$ cat src/rtl/ps2_pkg.sv
// Shared constants and types for the PS/2 scan-code decoder slice.
package ps2_pkg;

  localparam logic [7:0] PFX_EXT   = 8'hE0;
  localparam logic [7:0] PFX_BRK   = 8'hF0;
  localparam logic [7:0] PFX_PAUSE = 8'hE1;
  localparam logic [7:0] SC_LSHIFT = 8'h12;
  localparam logic [7:0] SC_RSHIFT = 8'h59;
  localparam logic [7:0] BAT_OK    = 8'hAA;
  localparam logic [7:0] ACK       = 8'hFA;

  typedef enum logic [1:0] {
    IDLE,
    POP,
    GAP,
    DEC
  } state_t;

  // Keyboard status/response bytes that never form part of a key code.
  function automatic logic is_ctrl_byte(input logic [7:0] b);
    case (b)
      8'h00, BAT_OK, 8'hEE, ACK, 8'hFC, 8'hFD, 8'hFE, 8'hFF: return 1'b1;
      default:                                               return 1'b0;
    endcase
  endfunction

endpackage

$ cat src/rtl/ps2_ascii_rom.sv
// Combinational Set-2 scan code to ASCII lookup, shift selects upper case.
module ps2_ascii_rom
  import ps2_pkg::*;
(
  input  logic [7:0] code,
  input  logic       shift,
  output logic [7:0] ascii
);

  // Table lookup; letters are stored lower case and folded when shifted.
  always_comb begin
    ascii = '0;
    case (code)
      8'h1C: ascii = 8'h61; 8'h32: ascii = 8'h62; 8'h21: ascii = 8'h63;
      8'h23: ascii = 8'h64; 8'h24: ascii = 8'h65; 8'h2B: ascii = 8'h66;
      8'h34: ascii = 8'h67; 8'h33: ascii = 8'h68; 8'h43: ascii = 8'h69;
      8'h3B: ascii = 8'h6A; 8'h42: ascii = 8'h6B; 8'h4B: ascii = 8'h6C;
      8'h3A: ascii = 8'h6D; 8'h31: ascii = 8'h6E; 8'h44: ascii = 8'h6F;
      8'h4D: ascii = 8'h70; 8'h15: ascii = 8'h71; 8'h2D: ascii = 8'h72;
      8'h1B: ascii = 8'h73; 8'h2C: ascii = 8'h74; 8'h3C: ascii = 8'h75;
      8'h2A: ascii = 8'h76; 8'h1D: ascii = 8'h77; 8'h22: ascii = 8'h78;
      8'h35: ascii = 8'h79; 8'h1A: ascii = 8'h7A;
      8'h45: ascii = 8'h30; 8'h16: ascii = 8'h31; 8'h1E: ascii = 8'h32;
      8'h26: ascii = 8'h33; 8'h25: ascii = 8'h34; 8'h2E: ascii = 8'h35;
      8'h36: ascii = 8'h36; 8'h3D: ascii = 8'h37; 8'h3E: ascii = 8'h38;
      8'h46: ascii = 8'h39;
      8'h29: ascii = 8'h20;
      8'h5A: ascii = 8'h0D;
      8'h66: ascii = 8'h08;
      default: ascii = '0;
    endcase
    if (shift && ascii >= 8'h61 && ascii <= 8'h7A) ascii = ascii - 8'h20;
  end

endmodule

$ cat src/rtl/ps2_scancode_decoder.sv
// Pops Set-2 bytes from the PS/2 receiver FIFO, strips prefixes and emits
// one registered key event per complete scan code.
module ps2_scancode_decoder
  import ps2_pkg::*;
#(
  parameter int unsigned CNT_W     = 8,
  parameter int unsigned PAUSE_LEN = 7
) (
  input  logic             clk,
  input  logic             clrn,
  input  logic [7:0]       data,
  input  logic             ready,
  input  logic             overflow,
  output logic             nextdata_n,
  output logic             key_valid,
  output logic [7:0]       key_code,
  output logic             key_ext,
  output logic             key_release,
  output logic             key_repeat,
  output logic [7:0]       ascii,
  output logic             key_down,
  output logic [7:0]       held_code,
  output logic [CNT_W-1:0] press_count,
  output logic             err
);

  localparam int unsigned PW = (PAUSE_LEN > 0) ? $clog2(PAUSE_LEN + 1) : 1;

  state_t        state;
  logic [7:0]    byte_r;
  logic          ext_f;
  logic          brk_f;
  logic          shift_l;
  logic          shift_r;
  logic          held_ext;
  logic [PW-1:0] pause_cnt;
  logic [7:0]    rom_ascii;
  logic          held_match;

  ps2_ascii_rom u_rom (
    .code  (byte_r),
    .shift (shift_l | shift_r),
    .ascii (rom_ascii)
  );

  assign held_match = key_down && (byte_r == held_code) && (ext_f == held_ext);

  // Pop/settle/decode sequencer with registered event outputs and key state.
  always_ff @(posedge clk or negedge clrn) begin
    if (!clrn) begin
      state       <= IDLE;
      nextdata_n  <= 1'b1;
      byte_r      <= '0;
      ext_f       <= 1'b0;
      brk_f       <= 1'b0;
      shift_l     <= 1'b0;
      shift_r     <= 1'b0;
      held_ext    <= 1'b0;
      pause_cnt   <= '0;
      key_valid   <= 1'b0;
      key_code    <= '0;
      key_ext     <= 1'b0;
      key_release <= 1'b0;
      key_repeat  <= 1'b0;
      ascii       <= '0;
      key_down    <= 1'b0;
      held_code   <= '0;
      press_count <= '0;
      err         <= 1'b0;
    end else begin
      key_valid <= 1'b0;
      err       <= overflow;
      case (state)
        IDLE: begin
          if (ready) begin
            byte_r     <= data;
            nextdata_n <= 1'b0;
            state      <= POP;
          end
        end
        POP: begin
          nextdata_n <= 1'b1;
          state      <= GAP;
        end
        GAP: state <= DEC;
        DEC: begin
          state <= IDLE;
          if (pause_cnt != '0) begin
            pause_cnt <= pause_cnt - PW'(1);
          end else if (byte_r == PFX_PAUSE) begin
            pause_cnt <= PW'(PAUSE_LEN);
            ext_f     <= 1'b0;
            brk_f     <= 1'b0;
          end else if (byte_r == PFX_EXT) begin
            ext_f <= 1'b1;
          end else if (byte_r == PFX_BRK) begin
            brk_f <= 1'b1;
          end else if (is_ctrl_byte(byte_r)) begin
            ext_f <= 1'b0;
            brk_f <= 1'b0;
          end else begin
            key_valid   <= 1'b1;
            key_code    <= byte_r;
            key_ext     <= ext_f;
            key_release <= brk_f;
            key_repeat  <= !brk_f && held_match;
            ascii       <= (ext_f || brk_f) ? 8'h00 : rom_ascii;
            ext_f       <= 1'b0;
            brk_f       <= 1'b0;
            if (!brk_f) begin
              if (!held_match) begin
                press_count <= press_count + CNT_W'(1);
                held_code   <= byte_r;
                held_ext    <= ext_f;
                key_down    <= 1'b1;
              end
            end else if (held_match) begin
              key_down <= 1'b0;
            end
            if (!ext_f && byte_r == SC_LSHIFT) shift_l <= !brk_f;
            if (!ext_f && byte_r == SC_RSHIFT) shift_r <= !brk_f;
          end
        end
        default: state <= IDLE;
      endcase
      // A fresh overflow means bytes were lost: drop any partial prefix
      // context; this overrides whatever DEC decided in the same cycle.
      if (overflow && !err) begin
        ext_f     <= 1'b0;
        brk_f     <= 1'b0;
        pause_cnt <= '0;
      end
    end
  end

endmodule

$ cat config.mk
export PLATFORM = sky130hd
export DESIGN_NAME = ps2_scancode_decoder
export DESIGN_NICKNAME = d
export VERILOG_FILES = /design/src/rtl/ps2_pkg.sv /design/src/rtl/ps2_ascii_rom.sv /design/src/rtl/ps2_scancode_decoder.sv
export SDC_FILE = /design/constraint.sdc
export NUM_CORES = 1
export LEC_CHECK = 0
export ABC_CLOCK_PERIOD_IN_PS = 2900
export CORE_AREA = 3 3 88 90
export DETAILED_ROUTE_END_ITERATION = 10
export DIE_AREA = 0 0 91 93
export PLACE_DENSITY = 0.74
export RECOVER_POWER = 25
export SYNTH_ARGS = -nofsm -noshare
export SYNTH_HDL_FRONTEND = slang
export SYNTH_SLANG_ARGS = --single-unit
$ cat constraint.sdc
create_clock -name clk -period 2.9 [get_ports clk]
set_clock_uncertainty 0.15 [all_clocks]
set_input_delay 0.725 -clock clk [delete_from_list [all_inputs] [get_ports clk]]
set_output_delay 0.725 -clock clk [all_outputs]
set_load 0.05 [all_outputs]
==> out/metrics.yaml <==
status: "complete, but fails checks"
violations: "capacitance limit, slew limit"
antenna_cells: 0
power.density_nw_per_um2: 1350
drt_wl_total_mm: 9.09
die_x_um: 91
synth-simple-area-share_pct: 17.0
die_area_um2: 8460
crit_family: "compound AO/OA/AOI/OAI gates"
numCtsBuffers: 9
synth_top_family_by_area: "compound AO/OA/AOI/OAI gates"
first_global_vias: 3028
synth-xor-area-share_pct: 4.63
grt.total_usage_pct: 22.3
drcViolationCount: 0
clock_latency_ps: 350
whs_path_depth: 2
drive_gt1_share_pct: 15.3
ys_seq_elements: 57
crit_type: "reg -> reg"
fin_util_pct: 59.9
maxCapViolations: 1
ant_nets: 0
reg2reg_from: "byte_r[1]"
worstHoldStart: "key_release"
cts_tree: "done"
syn_area_um2: 3410
rrSetupSlack_ps: 40
clock_path_buffers: 2
synth_fa_ha_area_share_pct: 6.24
ys_async_sr_fraction_pct: 100
synth_mux_area_share_pct: 6.86
fp.coreArea_um2: 7140
die_height_um: 93
path_clk_slew_ps: 70
wl_per_cell_um: 17.6
drt_pre_antenna_iters: 5
start_kind: "register"
clock.fmax_mhz: 350
syn_inst: 357
root_buffer: "clkbuf_8"
final_nets: 443
endpoint_kind: "register"
dp_hpwl_mm: 6.46
crit_arrival_ps: 2950
syn-num-nets: 386
max-vdd-ir-drop_mv: 0.807
critPathMaxStageDelay_ps: 520
antenna_found_initial: 0
yosysUniqueCellTypes: 61
crit_fanout: 7
p_leak_nw: 1.85
cp_data_required_time_ps: 2990
synthFlopType: "dfrtp_1"
slew_headroom_pct: -1.76
ff2ff_path_depth: 8
cts_hold_buf: 0
rows: 31
r2r-end: "ascii[7]"
yosysWarnings: 0
viasPerCell: 5.92
postSynthAreaPerCell_um2: 9.55
grt_max_degree: 36
grt_overflow_total: 0
min_path_type: "reg -> reg"
initial_core_util_pct: 47.8
maxSlewViolCount: 30
path_cells: "clkinvlp_4 > ha_1 > o31a_1 > a221oi_2 > o21ai_1 > or4_1 > o22a_1 > a31o_1"
portBuffers: 50
finalHoldViolCount: 0
synth_compound_area_share_pct: 17.9
hold_end: "key_release"
area_growth_pct: 25.5
fin_setup_tns_ps: 0
vias: 3065
ys_seq_area_share_pct: 41.9
place_congestion: 0.923
worst_slew_pin_slew_ps: 1530
drt_iter0_markers: 293
clock-sinks: 57
fin_crit_ps: 2860
grt_pass1_wl_mm: 15.1
synth_edf_count: 0
slowest_stage: "or4_1"
post-route-period-util_pct: 98.6
finalSetupViolations: 0
io_pins: 51
critPathBufInv: 1
h-tree-depth: 3
==> registers in the layout (all words and copies together) (netlist names), 2 cells and up <==
name         count
state            2
press_count      8
ascii            8
key_code         8
byte_r           8
pause_cnt        3
held_code        8
==> worst register-to-register path: stages (launching register included) <==
cell and delay, ps:
dfrtp_2 460, clkinvlp_4 190, ha_1 250, o31a_1 350, a221oi_2 260, o21ai_1 140, or4_1 520, o22a_1 210
a31o_1 220
==> cell usage in the layout, fill, tap and decap left out, types with 9 or more instances in the layout <==
cell type	Yosys	layout
mux2_2	19	19
ha_1	17	15
xor2_1	9	9
nand3_1	13	13
o21ai_0	19	19
dfrtp_1	56	54
nor2_1	22	22
nand2_1	35	35
xnor2_1	9	9
clkbuf_8	0	9
a21oi_1	17	17
clkdlybuf4s50_1	0	48
buf_4	2	14
inv_1	15	14
nand4_1	11	11
==> through the flow <==
stage / instance area [um^2] / hold WS (ps) / std cells / worst slack (ps) / total power [mW]
2_1_floorplan: 3410 / 279 / 357 / 129 / 3.86
3_3_place_gp: 4060 / 312 / 500 / 126 / 4.90
3_5_place_dp: 4060 / 316 / 500 / 80.3 / 4.92
4_1_cts: 4250 / 276 / 516 / 63.4 / 5.69
5_1_grt: 4280 / 352 / 518 / -28.7 / 6.13
6_report: 4280 / 325 / 518 / 39.3 / 5.76
==> repair_timing <==
item                       CTS  global route
setup endpoints to repair    0            14
gates resized for setup      0             7
buffers inserted             0             2
==> Yosys cell counts, drive strengths merged (3+ instances only) <==
cell	instances	area share [%]
a21oi	17	2.5
xnor2	9	2.3
o2111ai	3	0.77
nor2	22	2.4
buf	17	3.2
o21ai	21	3.1
inv	16	1.8
o211ai	3	0.66
a31o	3	0.77
a31oi	6	1.1
mux2	19	6.3
xor2	9	2.3
a21o	3	0.66
clkbuf	4	0.44
a22o	6	1.5
dfrtp	56	41
nand4	11	2.0
o31ai	6	1.3
nand2	35	3.9
nand3	13	1.9
nand2b	6	1.1
ha	17	6.2
and3	5	0.92
or2	4	0.73
nor3	5	0.73
nor4	4	0.73
==> power breakdown <==
group | internal, mW | leakage [nW] | switching [mW]
Sequential | 1.11 | 0.724 | 0.339
Clock | 0.399 | 0.0929 | 0.351
Combinational | 1.35 | 1.03 | 2.21
==> cells by family after synthesis <==
kind of cell	after synthesis
flops	57
simple gates	117
fa+ha+maj	17
compound gates	89
xor+xnor	18
mux	21
buf+inv	38
==> layout make-up <==
| cell class | instances | area, um^2 |
|---|---|---|
| clock buffers | 10 | 128 |
| clock inverters | 6 | 67.6 |
| fillers | 662 | 2860 |
| inverters | 17 | 70.1 |
| multi-input cells | 262 | 1810 |
| flip-flops and latches | 57 | 1430 |
| well taps | 99 | 124 |
| repair buffers | 67 | 644 |
==> layer usage <==
layer  vias to the layer above  global-route usage, %  part of all wire, %
li1                       1413                      -                    -
met1                      1462                   28.5                   43
met2                       165                   36.8                   48
met3                        25                   4.59                  7.0
met4                         0                   9.67                  2.5
met5                         -                      0                    0
==> worst max path at each step <==
stage,from,to,slack [ps],cells past startpoint
detailed placement,byte_r[1],ascii[7],80,9
CTS,byte_r[1],ascii[6],60,10
floorplan,byte_r[0],held_code[6],130,13
global route,byte_r[1],ascii[7],-30,8
finish,byte_r[1],ascii[7],40,8
global placement,byte_r[1],ascii[7],130,9
Note: power is estimated with default switching activity, not from simulation.
